## src/rtl/seq_ram_pkg.sv

```systemverilog
// Shared constants and enums for the sequence-RAM arbiter.
package seq_ram_pkg;
    localparam int ADDR_W = 5;
    localparam int DATA_W = 20;

    typedef enum logic [1:0] {IDLE, WRITE, READ, READ_WAIT} state_e;
    typedef enum logic {OWN_WR = 1'b0, OWN_RD = 1'b1} owner_e;
endpackage

```

## src/rtl/rr_arb2.sv

```systemverilog
// Two-way round-robin arbiter: req[0] = writer, req[1] = reader.
// On a tie the requester that was not granted last wins.
module rr_arb2
    import seq_ram_pkg::*;
(
    input  logic       clk,
    input  logic       rst,
    input  logic [1:0] req,
    input  logic       update,
    output logic [1:0] gnt
);
    owner_e last;

    always_comb begin
        gnt = req;
        if (req == 2'b11)
            gnt = (last == OWN_RD) ? 2'b01 : 2'b10;
    end

    // Reset to OWN_RD so the writer wins the first tie.
    always_ff @(posedge clk or negedge rst) begin
        if (!rst)
            last <= OWN_RD;
        else if (update && (gnt != 2'b00))
            last <= gnt[1] ? OWN_RD : OWN_WR;
    end
endmodule

```

## src/rtl/seq_ram_arbiter.sv

```systemverilog
// Single-port sequence RAM owner: arbitrates store writes and playback reads.
// Define SEQ_ARB_STATS_EN to add saturating write/read/conflict counters.
module seq_ram_arbiter
    import seq_ram_pkg::*;
#(
    parameter int ADDR_W = seq_ram_pkg::ADDR_W,
    parameter int DATA_W = seq_ram_pkg::DATA_W,
    parameter int RD_LAT = 1
) (
    input  logic              clk,
    input  logic              rst,
    input  logic              wr_req,
    input  logic [ADDR_W-1:0] wr_addr,
    input  logic [DATA_W-1:0] wr_data,
    output logic              wr_gnt,
    input  logic              rd_req,
    input  logic [ADDR_W-1:0] rd_addr,
    output logic              rd_gnt,
    output logic              rd_valid,
    output logic [DATA_W-1:0] rd_data,
    output logic [ADDR_W-1:0] RAM_addr,
    output logic              RAM_W,
    output logic [DATA_W-1:0] RAM_din,
    input  logic [DATA_W-1:0] RAM_dout
`ifdef SEQ_ARB_STATS_EN
    ,
    output logic [15:0]       wr_cnt,
    output logic [15:0]       rd_cnt,
    output logic [15:0]       conflict_cnt
`endif
);
    state_e     state, state_nxt;
    logic [1:0] gnt;
    logic [1:0] cnt;
    logic       rd_done;

    // Arbitration result is only acted on while IDLE.
    rr_arb2 u_arb (
        .clk    (clk),
        .rst    (rst),
        .req    ({rd_req, wr_req}),
        .update (state == IDLE),
        .gnt    (gnt)
    );

    assign rd_done = (state == READ_WAIT) && (cnt == 2'd0);
    assign wr_gnt  = (state == WRITE);
    assign rd_gnt  = (state == READ);

    always_comb begin
        state_nxt = state;
        case (state)
            IDLE: begin
                if (gnt[0])      state_nxt = WRITE;
                else if (gnt[1]) state_nxt = READ;
            end
            WRITE:     state_nxt = IDLE;
            READ:      state_nxt = READ_WAIT;
            READ_WAIT: if (cnt == 2'd0) state_nxt = IDLE;
            default:   state_nxt = IDLE;
        endcase
    end

    always_ff @(posedge clk or negedge rst) begin
        if (!rst) begin
            state    <= IDLE;
            RAM_addr <= '0;
            RAM_din  <= '0;
            RAM_W    <= 1'b0;
            cnt      <= 2'd0;
            rd_valid <= 1'b0;
            rd_data  <= '0;
        end else begin
            state <= state_nxt;
            RAM_W <= (state_nxt == WRITE);
            if (state == IDLE && gnt[0]) begin
                RAM_addr <= wr_addr;
                RAM_din  <= wr_data;
            end else if (state == IDLE && gnt[1]) begin
                RAM_addr <= rd_addr;
            end
            // Counts remaining RAM latency cycles after the address is presented.
            if (state == READ)
                cnt <= 2'(RD_LAT - 1);
            else if (state == READ_WAIT && cnt != 2'd0)
                cnt <= cnt - 2'd1;
            rd_valid <= rd_done;
            if (rd_done)
                rd_data <= RAM_dout;
        end
    end

`ifdef SEQ_ARB_STATS_EN
    always_ff @(posedge clk or negedge rst) begin
        if (!rst) begin
            wr_cnt       <= '0;
            rd_cnt       <= '0;
            conflict_cnt <= '0;
        end else begin
            if (state == WRITE && wr_cnt != 16'hFFFF)
                wr_cnt <= wr_cnt + 16'd1;
            if (state == READ && rd_cnt != 16'hFFFF)
                rd_cnt <= rd_cnt + 16'd1;
            if (state == IDLE && wr_req && rd_req && conflict_cnt != 16'hFFFF)
                conflict_cnt <= conflict_cnt + 16'd1;
        end
    end
`endif
endmodule

```

## config.mk

```make
export PLATFORM = sky130hd
export DESIGN_NAME = seq_ram_arbiter
export DESIGN_NICKNAME = d
export VERILOG_FILES = /design/src/rtl/seq_ram_pkg.sv /design/src/rtl/rr_arb2.sv /design/src/rtl/seq_ram_arbiter.sv
export SDC_FILE = /design/constraint.sdc
export NUM_CORES = 1
export LEC_CHECK = 0
export BUFFER_PORTS_ARGS = -buffer_cell sky130_fd_sc_hd__buf_2
export CORE_UTILIZATION = 41
export CTS_CLUSTER_DIAMETER = 40
export DETAILED_ROUTE_END_ITERATION = 10
export PLACE_DENSITY_LB_ADDON = 0.25
export REMOVE_ABC_BUFFERS = 1
export SLEW_MARGIN = 20
export SYNTH_ARGS = -nofsm -noshare
export SYNTH_HDL_FRONTEND = slang
export SYNTH_SLANG_ARGS = --single-unit
```

## constraint.sdc

```tcl
create_clock -name clk -period 1.6 [get_ports clk]
set_input_delay 0.08 -clock clk [delete_from_list [all_inputs] [get_ports clk]]
set_output_delay 0.08 -clock clk [all_outputs]
set_load 0.02 [all_outputs]
```

## Word level (Yosys, flattened, before mapping)

Index checks and enable logic that the tools add are counted.

| word-level totals | value |
|---|---|
| flip-flop bits (word level) | 52 |
| latch bits | 0 |
| RAM bits | 0 |
| memory bits (read-only) | 0 |
| output and inout port bits | 49 |
| memories kept | 0 |

| cells by class | value |
|---|---|
| add/subtract/negate cells | 1 |
| $mul | 0 |
| div/mod/pow operators | 0 |
| $lt $le $gt $ge | 0 |
| equal/unequal tests | 5 |
| shift operators | 0 |
| muxes and demuxes | 11 |
| bitwise gates (word level) | 0 |
| reductions and logical operators | 11 |

Operators by type and width:

| cell | count |
|---|---|
| $mux W2 | 7 |
| $mux W5 | 2 |
| $pmux W2 S4 | 1 |
| $reduce_bool A2 Y1 | 4 |
| $eq A2 B2 Y1 const B | 3 |
| $logic_and A1 B1 Y1 | 5 |
| $eq A2 B1 Y1 const B | 2 |
| $logic_not A2 Y1 | 2 |
| $sub A2 B1 Y2 const B | 1 |
| $mux W1 | 1 |

## Logic depth before layout (Yosys ltp)

Gate-level depths: netlist of run 1.

| logic depth | value |
|---|---|
| depth after elaboration | 6 |
| depth in mapped cells | 5 |
| gate-level depth less buffers | 5 |

## Modules after synthesis

From an unflattened synthesis of run 1, not the netlist that was laid out.

| second synthesis, totals | value |
|---|---|
| cells, all modules | 139 |
| area, all modules | 2109.5 µm² |

Modules (own cells, without submodules):

| module | times used | cells each | area an instance (µm²) | seq. area each (µm²) |
|---|---|---|---|---|
| seq_ram_arbiter | 1 | 133 | 2053.2 | 1276.2 |
| rr_arb2 | 1 | 6 | 56.3 | 26.3 |

## Worst setup path after synthesis of run 1

OpenSTA, ideal clock, no wires.

| timing path | value |
|---|---|
| path kind | register to register |
| start | register u_arb.last |
| end | register RAM_din[0] |
| library setup time | 0.125 ns |
| data arrival time | 1.372 ns |
| data required time | 1.475 ns |
| setup slack | 0.103 ns |
| stages on the path, launching flop included | 6 |
| buffers on the path | 2 |
| cells stage by stage | dfstp_2 > nand2b_2 > and3_1 > buf_6 > buf_6 > mux2_2 |

| on the way | value |
|---|---|
| longest elaborated chain between the ends | 3 |

Ends and longest elaborated chain:

| what | line | text |
|---|---|---|
| from (decl) | rr_arb2.sv:12 | `owner_e last;` |
| from (signal assigned) | rr_arb2.sv:25 | `last <= gnt[1] ? OWN_RD : OWN_WR;` |
| $mux W2 | rr_arb2.sv:17 | `gnt = (last == OWN_RD) ? 2'b01 : 2'b10;` |
| $mux W2 | rr_arb2.sv:16 | `if (req == 2'b11)` |
| $logic_and A1 B1 Y1 | seq_ram_arbiter.sv:76 | `if (state == IDLE && gnt[0]) begin` |
| to (signal assigned) | seq_ram_arbiter.sv:78 | `RAM_din <= wr_data;` |
| to (decl) | seq_ram_arbiter.sv:23 | `output logic [DATA_W-1:0] RAM_din,` |

No other way between the ends.
A chain may end at the register's enable or synchronous reset.

## Worst setup path after layout of run 1

| timing path | value |
|---|---|
| start | register u_arb.last |
| end | register RAM_din[7] |

Same word-level chain as after synthesis.

==> results of run 1 <==
cells by family (layout without fill, tap and decap cells):
logic type      count (synthesis)  after routing  synth area share [%]
simple gates                   19             19                  5.42
buf+inv                        12            159                  3.37
flops                          52             52                  62.7
mux                            40             40                  21.7
fa+ha+maj                       2              2                  1.20
compound gates                 15             15                  5.66
metrics by stage:
step                power, mW  instances  hold WS, ns  instance area [sq um]  utilization [%]
floorplan                4.04        134       -0.216                   2030                -
global placement         5.03        311       0.0603                   2710             56.6
detailed placement       5.10        311       0.0604                   2710             56.6
CTS                      6.08        349     0.000502                   3130             65.3
global route             6.40        354    0.0000157                   3180             66.4
finish                   6.05        354      0.00593                   3180             66.4
cells in the mapped netlist:
master    number
clkbuf_1       1
nand3_1        2
nand2b_2       1
o21ai_0        4
dfstp_2        1
buf_6          3
nor2b_1        3
buf_2          2
nand4_1        2
a21o_1         1
nor2_1         1
and3_1         1
dfrtp_1       51
and4_1         3
a221o_1        3
o221ai_1       2
nand3b_1       1
inv_1          6
o211ai_1       2
o21a_1         1
ha_1           2
a21bo_2        1
mux2_2        40
nand2_1        5
o211a_1        1
what timing repair did:
item	in CTS	in global routing
gates resized for setup	0	1
hold endpoints to repair	48	5
hold buffers	30	5
endpoints found under the setup margin	0	14
worst reg2reg max path, cell delays in order (launching register included):
cell      delay (ns)
dfstp_2         0.54
nand2b_2        0.13
and3_2          0.22
buf_12          0.17
mux2_2          0.35
flip-flops by register name, summed over array words and instances, names as in the netlist:
register and flops:
RAM_din 20, cnt 2, RAM_W 1, rd_valid 1, state 2, u_arb.last 1
RAM_addr 5, rd_data 20
cells in the final DEF, fill, tap and decap left out:
| cell | Yosys | final |
|---|---|---|
| clkinvlp_4 | 0 | 1 |
| clkbuf_8 | 0 | 5 |
| buf_4 | 0 | 6 |
| nor2_1 | 1 | 1 |
| a21o_1 | 1 | 1 |
| ha_1 | 2 | 2 |
| o21a_1 | 1 | 1 |
| o211ai_1 | 2 | 2 |
| inv_1 | 6 | 6 |
| dfrtp_1 | 51 | 51 |
| o211a_1 | 1 | 1 |
| dlygate4sd3_1 | 0 | 35 |
| nand3b_1 | 1 | 1 |
| buf_2 | 2 | 102 |
| nand3_1 | 2 | 2 |
| o21ai_0 | 4 | 4 |
| mux2_2 | 40 | 40 |
| buf_12 | 0 | 2 |
| a221o_1 | 3 | 3 |
| and4_1 | 3 | 3 |
| nor2b_1 | 3 | 3 |
| nand2b_2 | 1 | 1 |
| dfstp_2 | 1 | 1 |
| and3_2 | 0 | 1 |
| inv_6 | 0 | 1 |
| bufinv_16 | 0 | 1 |
| nand4_1 | 2 | 2 |
| nand2_1 | 5 | 5 |
| o221ai_1 | 2 | 2 |
| a21bo_2 | 1 | 1 |
how the worst min path moves through the flow:
stage                              end  depth (start not counted)  slack [ns]       start
4_1_cts        RAM_addr[2]$_DFFE_PN0P_                          2      0.0005  wr_addr[2]
6_report        RAM_din[0]$_DFFE_PN0P_                          2       0.006  wr_data[0]
2_1_floorplan          RAM_W$_DFF_PN0_                          0       -0.22         rst
3_5_place_dp    rd_data[4]$_DFFE_PN0P_                          1        0.06         rst
5_1_grt        RAM_addr[0]$_DFFE_PN0P_                          2     0.00002  wr_addr[0]
3_3_place_gp    rd_data[4]$_DFFE_PN0P_                          1        0.06         rst
per-layer routing:
layer,track usage (%),share of wire [%]
met5,0,0
met4,6.54,1.3
met3,4.97,4.4
met2,33.7,54
met1,20.3,41
area by class of cell:
class	count	area, sq um	area share [%]
Timing Repair Buffer	145	946	29.8
Clock inverter	3	46.3	1.46
Sequential cell	52	1300	41.0
Tap cell	67	83.8	2.64
Inverter	6	22.5	0.709
Clock buffer	5	68.8	2.17
Multi-Input combinational cell	76	707	22.3
power breakdown:
group | internal [mW] | switching [mW] | leakage, nW
logic | 1.31 | 1.57 | 0.890
registers | 1.96 | 0.302 | 0.621
clock network | 0.471 | 0.434 | 0.0548
total | 3.75 | 2.30 | 1.56
==> impl_metrics.json, run 1 <==
{
  "synth_area_leaders": "dfrtp_1 (61%), mux2_2 (22%), buf_6 (1.6%)",
  "htreeDepth": 2,
  "start_util_pct": 43.4,
  "criticalPathCategory": "reg2reg",
  "drc_errors": 0,
  "outcome": "finished, final reports clean",
  "crit_cells": 4,
  "place_congestion": 0.766,
  "hp-class": "in2reg",
  "clock.fmax_mhz": 661,
  "slew_violations": 0,
  "viasPerCell": 4.56,
  "clockBufferDepth": 2,
  "grt-ovfl-total": 0,
  "fin_crit_sh_pct": 94.5,
  "cts_tree": "yes",
  "seq_area_frac_synth_pct": 62.7,
  "cpLargestDelayFamily": "flip-flops",
  "die_area_sq_mm": 0.00536,
  "timing.final.crit_period_ns": 1.51,
  "crit_buf_inv": 1,
  "clk_latency_ns": 0.30,
  "rsz0062_at_grt": "false",
  "critPathCaptureType": "register",
  "cap_viol_max_count": 0,
  "crit_end": "RAM_din[7]$_DFFE_PN0P_",
  "drt_first_pass_iters": 2,
  "place_ws_ns": 0.0734,
  "drt_wl_total_mm": 4.67,
  "syn_avg_cell_area_sq_um": 14.8,
  "grt_start_max_net_pins": 22,
  "row_count": 25,
  "postCtsSetupRepairBufs": 0,
  "ys_warn_count": 0,
  "max_slew.worst_pin.slew_ns": 0.452,
  "worst_slack_ns": 0.0873,
  "synth_top_area_cell": "dfrtp_1",
  "synth_cell_types": 25,
  "grt_use_total_pct": 18.4,
  "setup_tns_ns": 0,
  "clock_sinks": 52,
  "power_density_mw_per_mm2": 1900,
  "nNetsFinal": 342,
  "crit_arrival_ns": 1.70,
  "drt_iter0_markers": 69,
  "r2r_setup_slack_ns": 0.09,
  "die_y_um": 73.2,
  "numPortBuffers": 102,
  "yosysTopAreaCellShare_pct": 61.4,
  "first_global_vias": 1670,
  "cts-root-buf": "clkbuf_8",
  "drt-wirelength-per-cell_um": 13.2,
  "fin_skew_ns": 0.00727,
  "ys_ff_latch": 52,
  "leakagePower_nw": 1.56,
  "grt_pass1_wl_mm": 7.37,
  "rr_endpoint": "RAM_din[7]$_DFFE_PN0P_",
  "reg2regPathDepth": 4,
  "path_cells": "nand2b_2 > and3_2 > buf_12 > mux2_2",
  "via_count": 1615,
  "num_antenna_cells": 0,
  "ios": 103,
  "finalSetupViolCount": 0,
  "area_growth_pct": 52.9,
  "start_kind": "register",
  "drive_gt1_share_pct": 56.4,
  "post-dp-hpwl_mm": 3.08,
  "syn_inst": 140,
  "netlist_area_sq_mm": 0.00208,
  "numCtsBuffers": 5,
  "cp-startpoint": "u_arb.last$_DFFE_PN1P_",
  "drtAntennaViolNets": 0,
  "path_clk_slew_ns": 0.10,
  "max_stage_delay_ns": 0.54,
  "hold_viol": 0,
  "cp_max_fo": 20,
  "fp.coreArea_sq_mm": 0.00479,
  "die_w_um": 73.2,
  "vdd_drop_max_uv": 1030,
  "fillers": 366,
  "crit_slowest_cell": "dfstp_2",
  "worstPathRequired_ns": 1.79,
  "r2r_start": "u_arb.last$_DFFE_PN1P_",
  "max_slew_margin_pct": 69.9,
  "antenna_found_initial": 0
}
No activity file was read; power rests on OpenSTA's default activity.
==> run 2: changes to the inputs <==
--- a/config.mk
+++ b/config.mk
@@ -10,7 +10,6 @@
 export CTS_CLUSTER_DIAMETER = 40
 export DETAILED_ROUTE_END_ITERATION = 10
 export PLACE_DENSITY_LB_ADDON = 0.25
-export REMOVE_ABC_BUFFERS = 1
 export SLEW_MARGIN = 20
 export SYNTH_ARGS = -nofsm -noshare
 export SYNTH_HDL_FRONTEND = slang
==> run 2 against run 1 <==
  * Utilization fell by 6.7 points
  * Clock power is 16% lower
  * Die area unchanged
  * Critical endpoint is now RAM_din[18]$_DFFE_PN0P_
==> impl_metrics.json, run 2 (same netlist as run 1, synthesis figures left out) <==
{
  "outcome": "finished, final reports clean",
  "fp.coreArea_sq_mm": 0.00479,
  "crit_slowest_cell": "dfstp_2",
  "p_int_mw": 3.64,
  "start_kind": "register",
  "num_antenna_cells": 0,
  "clk_latency_ns": 0.29,
  "clockBufferDepth": 2,
  "drt-wirelength-per-cell_um": 13.1,
  "die_y_um": 73.2,
  "cap_viol_max_count": 0,
  "criticalPathCategory": "reg2reg",
  "finalSetupViolCount": 0,
  "fin_crit_sh_pct": 95.0,
  "numCtsBuffers": 5,
  "p_sw_mw": 2.21,
  "via_count": 1510,
  "max_slew.worst_pin.slew_ns": 0.473,
  "slew_violations": 0,
  "critPathCaptureType": "register",
  "drive_gt1_share_pct": 63.8,
  "grt_pass1_wl_mm": 6.53,
  "clock_sinks": 52,
  "drt_wl_total_mm": 4.19,
  "path_clk_slew_ns": 0.08,
  "r2r_start": "u_arb.last$_DFFE_PN1P_",
  "finalPower_mw": 5.85,
  "timing.final.crit_period_ns": 1.52,
  "rr_endpoint": "RAM_din[18]$_DFFE_PN0P_",
  "antenna_found_initial": 0,
  "syn_nets": 196,
  "pwr-share-seq_pct": 38.4,
  "start_util_pct": 43.4,
  "setup_tns_ns": 0,
  "nNetsFinal": 310,
  "cp-startpoint": "u_arb.last$_DFFE_PN1P_",
  "rsz0062_at_grt": "false",
  "area_growth_pct": 37.4,
  "reg2regPathDepth": 4,
  "first_global_vias": 1479,
  "min-delay-start": "wr_data[10]",
  "crit_cells": 4,
  "fin_skew_ns": 0.00673,
  "vdd_drop_max_uv": 850,
  "hold_viol": 0,
  "postCtsSetupRepairBufs": 0,
  "grt_start_max_net_pins": 26,
  "fillers": 420,
  "worstPathRequired_ns": 1.78,
  "die_area_sq_mm": 0.00536,
  "r2r_setup_slack_ns": 0.08,
  "cts-root-buf": "clkbuf_8",
  "p_sw_share_pct": 37.8,
  "cpLargestDelayFamily": "flip-flops",
  "clock.fmax_mhz": 658,
  "place_congestion": 0.734,
  "hp-class": "in2reg",
  "max_slew_margin_pct": 68.5,
  "numPortBuffers": 102,
  "crit_buf_inv": 1,
  "post-dp-hpwl_mm": 3.07,
  "combinationalPowerShare_pct": 48.6,
  "clock_power_share_pct": 13.0,
  "leakagePower_nw": 1.43,
  "max_stage_delay_ns": 0.54,
  "crit_arrival_ns": 1.70,
  "die_w_um": 73.2,
  "drtAntennaViolNets": 0,
  "htreeDepth": 2,
  "mostFrequentLayoutCells": "buf_2 (102), dfrtp_1 (51), mux2_2 (40)",
  "cp_max_fo": 12,
  "grt_use_total_pct": 16.2,
  "final_common_cell": "buf_2",
  "drc_errors": 0,
  "drt_iter0_markers": 32,
  "cts_tree": "yes",
  "row_count": 25,
  "power_density_mw_per_mm2": 2050,
  "reg_top3": "RAM_din x20, rd_data x20, RAM_addr x5",
  "viasPerCell": 4.70,
  "drt_first_pass_iters": 4,
  "ios": 103,
  "grt-ovfl-total": 0,
  "crit_end": "RAM_din[18]$_DFFE_PN0P_",
  "path_cells": "nand2b_2 > and3_4 > clkbuf_16 > mux2_2"
}
## run 2: power groups by stage
stage          logic, mW  clock network [mW]  registers (mW)
6_report            2.84               0.759            2.25
5_1_grt             3.04               0.846            2.32
4_1_cts             2.82               0.798            2.25
3_5_place_dp        2.82                   0            2.27
3_3_place_gp        2.78                   0            2.26
2_1_floorplan       1.06                   0            3.05
## run 2: what timing repair did
item | in CTS | in global routing
endpoints found under the hold margin | 18 | 1
setup endpoints to repair | 0 | 20
resized for setup | 0 | 2
hold buffers | 1 | 1
## run 2: layout make-up
| type | instances | area, sq um | area share, % |
|---|---|---|---|
| inverters | 6 | 22.5 | 0.788 |
| repair buffers | 113 | 641 | 22.4 |
| clock buffers | 7 | 96.3 | 3.37 |
| flip-flops and latches | 52 | 1300 | 45.6 |
| well taps | 67 | 83.8 | 2.93 |
| multi-input cells | 76 | 711 | 24.9 |
## run 2: metal layers
| metal | routed length [um] | vias to the layer above | global-route usage, % |
|---|---|---|---|
| met5 | 0 | - | 0 |
| met4 | 58 | 0 | 7.84 |
| met3 | 220 | 6 | 3.04 |
| met2 | 2100 | 58 | 25.6 |
| met1 | 1810 | 726 | 21.4 |
| li1 | - | 720 | - |
## run 2: how the worst min path moves through the flow
stage | endpoint | slack (ns) | depth (start not counted)
6_report | RAM_din[10]$_DFFE_PN0P_ | 0.01 | 2
5_1_grt | rd_data[7]$_DFFE_PN0P_ | 0.0005 | 2
4_1_cts | RAM_din[10]$_DFFE_PN0P_ | 0.0007 | 2
3_5_place_dp | RAM_addr[3]$_DFFE_PN0P_ | 0.07 | 1
3_3_place_gp | RAM_din[10]$_DFFE_PN0P_ | 0.06 | 1
2_1_floorplan | RAM_W$_DFF_PN0_ | -0.22 | 0
## run 2: per-stage QoR
stage               instances  setup slack, ns  utilization [%]  hold slack [ns]  cell area [sq um]
floorplan                 140            0.103                -           -0.216               2080
global placement          311           0.0931             56.6           0.0637               2710
detailed placement        311           0.0542             56.6           0.0678               2710
CTS                       319           0.0423             58.8         0.000740               2820
global route              321           0.0375             59.7         0.000506               2860
finish                    321           0.0797             59.7           0.0132               2860
## run 2: worst reg2reg max path: cells and delay by family, from the launching register on
family / cells / cell delay [ns]
simple gates: 2 / 0.37
mux: 1 / 0.34
buf+inv: 1 / 0.17
flops: 1 / 0.54
==> run 3: changes to the inputs <==
--- a/config.mk
+++ b/config.mk
@@ -5,6 +5,7 @@
 export SDC_FILE = /design/constraint.sdc
 export NUM_CORES = 1
 export LEC_CHECK = 0
+export ABC_AREA = 1
 export BUFFER_PORTS_ARGS = -buffer_cell sky130_fd_sc_hd__buf_2
 export CORE_UTILIZATION = 41
 export CTS_CLUSTER_DIAMETER = 40
@@ -13,4 +14,6 @@
 export SLEW_MARGIN = 20
 export SYNTH_ARGS = -nofsm -noshare
 export SYNTH_HDL_FRONTEND = slang
+export SYNTH_HIERARCHICAL = 1
 export SYNTH_SLANG_ARGS = --single-unit
+export TNS_END_PERCENT = 5
==> run 3 against run 2 <==
  * Sequential share of layout area is 5.6 points lower
  * Count of clock-buffer cells in the layout did not move
  * Clock power is 25% higher
  * Sequential power barely moved
  * Sequential cell count is the same
  * Highest routed layer unchanged
  * Utilization up 7.0 points
  * Die area is 2.9% higher
  * Synthesized cell count rose by 81%
  * Setup slack improved by 0.057 ns
==> impl_metrics.json, run 3 <==
{
  "vdd_drop_max_uv": 844,
  "r2r_start": "u_arb/last$_DFFE_PN1P_",
  "via_count": 2051,
  "num_antenna_cells": 0,
  "drt_wl_total_mm": 5.09,
  "first_global_vias": 1960,
  "synthAdderAreaFrac_pct": 1.17,
  "max_slew_margin_pct": 66.2,
  "antenna_found_initial": 0,
  "clock.fmax_mhz": 684,
  "outcome": "finished, final reports clean",
  "finalSetupViolCount": 0,
  "yosys.area_share.simple_pct": 30.1,
  "syn_nets": 309,
  "synth_edf_count": 0,
  "synth_common_cells": "nand2_1 (144), dfrtp_1 (51), inv_1 (17)",
  "min_path_cells": 3,
  "cts_tree": "yes",
  "postCtsSetupRepairBufs": 0,
  "synth_top_family_by_area": "simple AND/OR/NAND/NOR gates",
  "fp.coreArea_sq_mm": 0.00488,
  "synth-xor-area-share_pct": 0,
  "min_delay_worst_endpoint": "rd_data[16]$_DFFE_PN0P_",
  "setup_tns_ns": 0,
  "clockBufferDepth": 2,
  "rsz0062_at_grt": "false",
  "grt_use_total_pct": 19.2,
  "grt_pass1_wl_mm": 8.14,
  "seq_area_frac_synth_pct": 60.8,
  "synth.mux.area_fraction_pct": 0,
  "cap_viol_max_count": 0,
  "final_common_cell": "nand2_1",
  "syn_inst": 253,
  "path_clk_slew_ns": 0.09,
  "fillers": 411,
  "leakagePower_nw": 1.90,
  "worst_hold_slack_ns": 0.0130,
  "ios": 103,
  "criticalPathCategory": "reg2reg",
  "nNetsFinal": 453,
  "synth_top_area_cell": "dfrtp_1",
  "ys_warn_count": 6,
  "power_density_mw_per_mm2": 1800,
  "max_slew.worst_pin.slew_ns": 0.507,
  "drc_errors": 0,
  "fin_crit_sh_pct": 91.4,
  "r2r_setup_slack_ns": 0.14,
  "netlist_area_sq_mm": 0.00214,
  "yosysMostFrequentCell": "nand2_1",
  "hp-class": "in2reg",
  "rr_endpoint": "RAM_addr[0]$_DFFE_PN0P_",
  "reg2regPathDepth": 7,
  "placed_cells": 417,
  "drt-wirelength-per-cell_um": 10.9,
  "grt_start_max_net_pins": 32,
  "numCtsBuffers": 5,
  "mostFrequentLayoutCells": "nand2_1 (144), buf_2 (102), dfrtp_1 (51)",
  "synth_area_leaders": "dfrtp_1 (60%), nand2_1 (25%), inv_1 (3.0%)",
  "hold_viol": 0,
  "clk_latency_ns": 0.29,
  "min-delay-start": "RAM_dout[16]",
  "numPortBuffers": 102,
  "drive_gt1_share_pct": 30.7,
  "drt_first_pass_iters": 5,
  "drt_iter0_markers": 100,
  "drtAntennaViolNets": 0,
  "crit_arrival_ns": 1.70,
  "fin_skew_ns": 0.00787,
  "multiInputGateArea_sq_um": 706,
  "slew_violations": 0,
  "timing.final.crit_period_ns": 1.46,
  "reg_top3": "RAM_din x20, rd_data x20, RAM_addr x5",
  "synth_ff_type": "dfrtp_1",
  "cp_max_fo": 23,
  "die_area_sq_mm": 0.00551,
  "post-dp-hpwl_mm": 3.10,
  "syn_avg_cell_area_sq_um": 8.46,
  "synth-compound-area-share_pct": 1.69,
  "synth_cell_types": 20,
  "worstPathRequired_ns": 1.83,
  "grt-ovfl-total": 0,
  "htreeDepth": 2,
  "die_w_um": 74.3,
  "row_count": 25,
  "cts-root-buf": "clkbuf_8",
  "yosysTopAreaCellShare_pct": 59.6,
  "ys_ff_latch": 52,
  "layout.cells.non_filler": 465,
  "critPathCaptureType": "register",
  "worst_slack_ns": 0.137,
  "ff_latch_area_sq_mm": 0.00130,
  "place_congestion": 0.685,
  "die_y_um": 74.3,
  "place_ws_ns": 0.0781,
  "ys_async_sr_fraction_pct": 100,
  "clock_sinks": 52,
  "fin_util_pct": 66.7,
  "viasPerCell": 4.41,
  "start_util_pct": 43.9,
  "area_growth_pct": 52.0,
  "start_kind": "register"
}
[run 3: changes by cell type in the layout (fill, tap and decap cells not counted), moves of 3 or more]
cell           change
nor2b_1            -3
buf_4              -3
a221o_1            -3
nand2_1          +139
nor2_1             +3
and4_1             -3
o21ai_0            -3
nand3_1           +10
inv_2              +3
mux2_2            -40
dlygate4sd3_1     +38
inv_1             +11
[run 3: cell families (layout without fill, tap and decap cells)]
kind of cell / count (synthesis) / in the layout
AND/OR/NAND/NOR: 163 / 163
flip-flops: 52 / 52
buffers and inverters: 30 / 175
AO/OA/AOI/OAI: 6 / 6
adder cells (fa/ha/maj): 2 / 2
[run 3: worst max-delay path, cell delays in order (launching register included)]
cell and delay (ns):
dfstp_2 0.54, inv_1 0.05, a21boi_1 0.25, nand2_4 0.12, buf_4 0.23, nand2_1 0.08
nand3_1 0.07, nand2_1 0.06
[run 3: timing repair]
action,CTS,global route
endpoints found under the hold margin,60,0
endpoints found under the setup margin,0,17
hold buffers,40,0
resized for setup,0,2
[run 3: worst max path at each step]
stage                                       from                      end  slack [ns]
after global routing      u_arb/last$_DFFE_PN1P_  RAM_addr[0]$_DFFE_PN0P_        0.01
after floorplan           u_arb/last$_DFFE_PN1P_   RAM_din[0]$_DFFE_PN0P_        0.17
after global placement    u_arb/last$_DFFE_PN1P_          RAM_W$_DFF_PN0_        0.14
after detailed placement  u_arb/last$_DFFE_PN1P_          RAM_W$_DFF_PN0_        0.08
final                     u_arb/last$_DFFE_PN1P_  RAM_addr[0]$_DFFE_PN0P_        0.14
after CTS                 u_arb/last$_DFFE_PN1P_          RAM_W$_DFF_PN0_        0.04
[run 3: cell type report]
type / instances / share of cell area (%)
Sequential cell: 52 / 40.0
Tap cell: 67 / 2.58
Clock inverter: 1 / 0.923
Clock buffer: 7 / 2.96
Multi-Input combinational cell: 171 / 21.7
Inverter: 21 / 2.50
Timing Repair Buffer: 146 / 29.3
[run 3: routing by layer]
layer / vias up / routed length [um] / global-route usage (%)
met1: 917 / 2300 / 22.3
met4: 0 / 42 / 4.19
met3: 6 / 398 / 5.69
met2: 87 / 2350 / 35.1
met5: - / 0 / 0
li1: 1041 / - / -
[run 3: through the flow]
stage / cell area (sq um) / total power [mW]
after floorplan: 2140 / 3.97
after detailed placement: 2720 / 4.85
after global placement: 2720 / 4.80
after global routing: 3250 / 6.34
after CTS: 3250 / 5.90
final: 3250 / 5.86
[run 3: power breakdown]
| part | switching (mW) | leakage [nW] | internal (mW) | total, mW |
|---|---|---|---|---|
| Clock | 0.397 | 0.0645 | 0.552 | 0.949 |
| Sequential | 0.334 | 0.646 | 1.93 | 2.26 |
| Combinational | 1.74 | 1.19 | 0.912 | 2.65 |
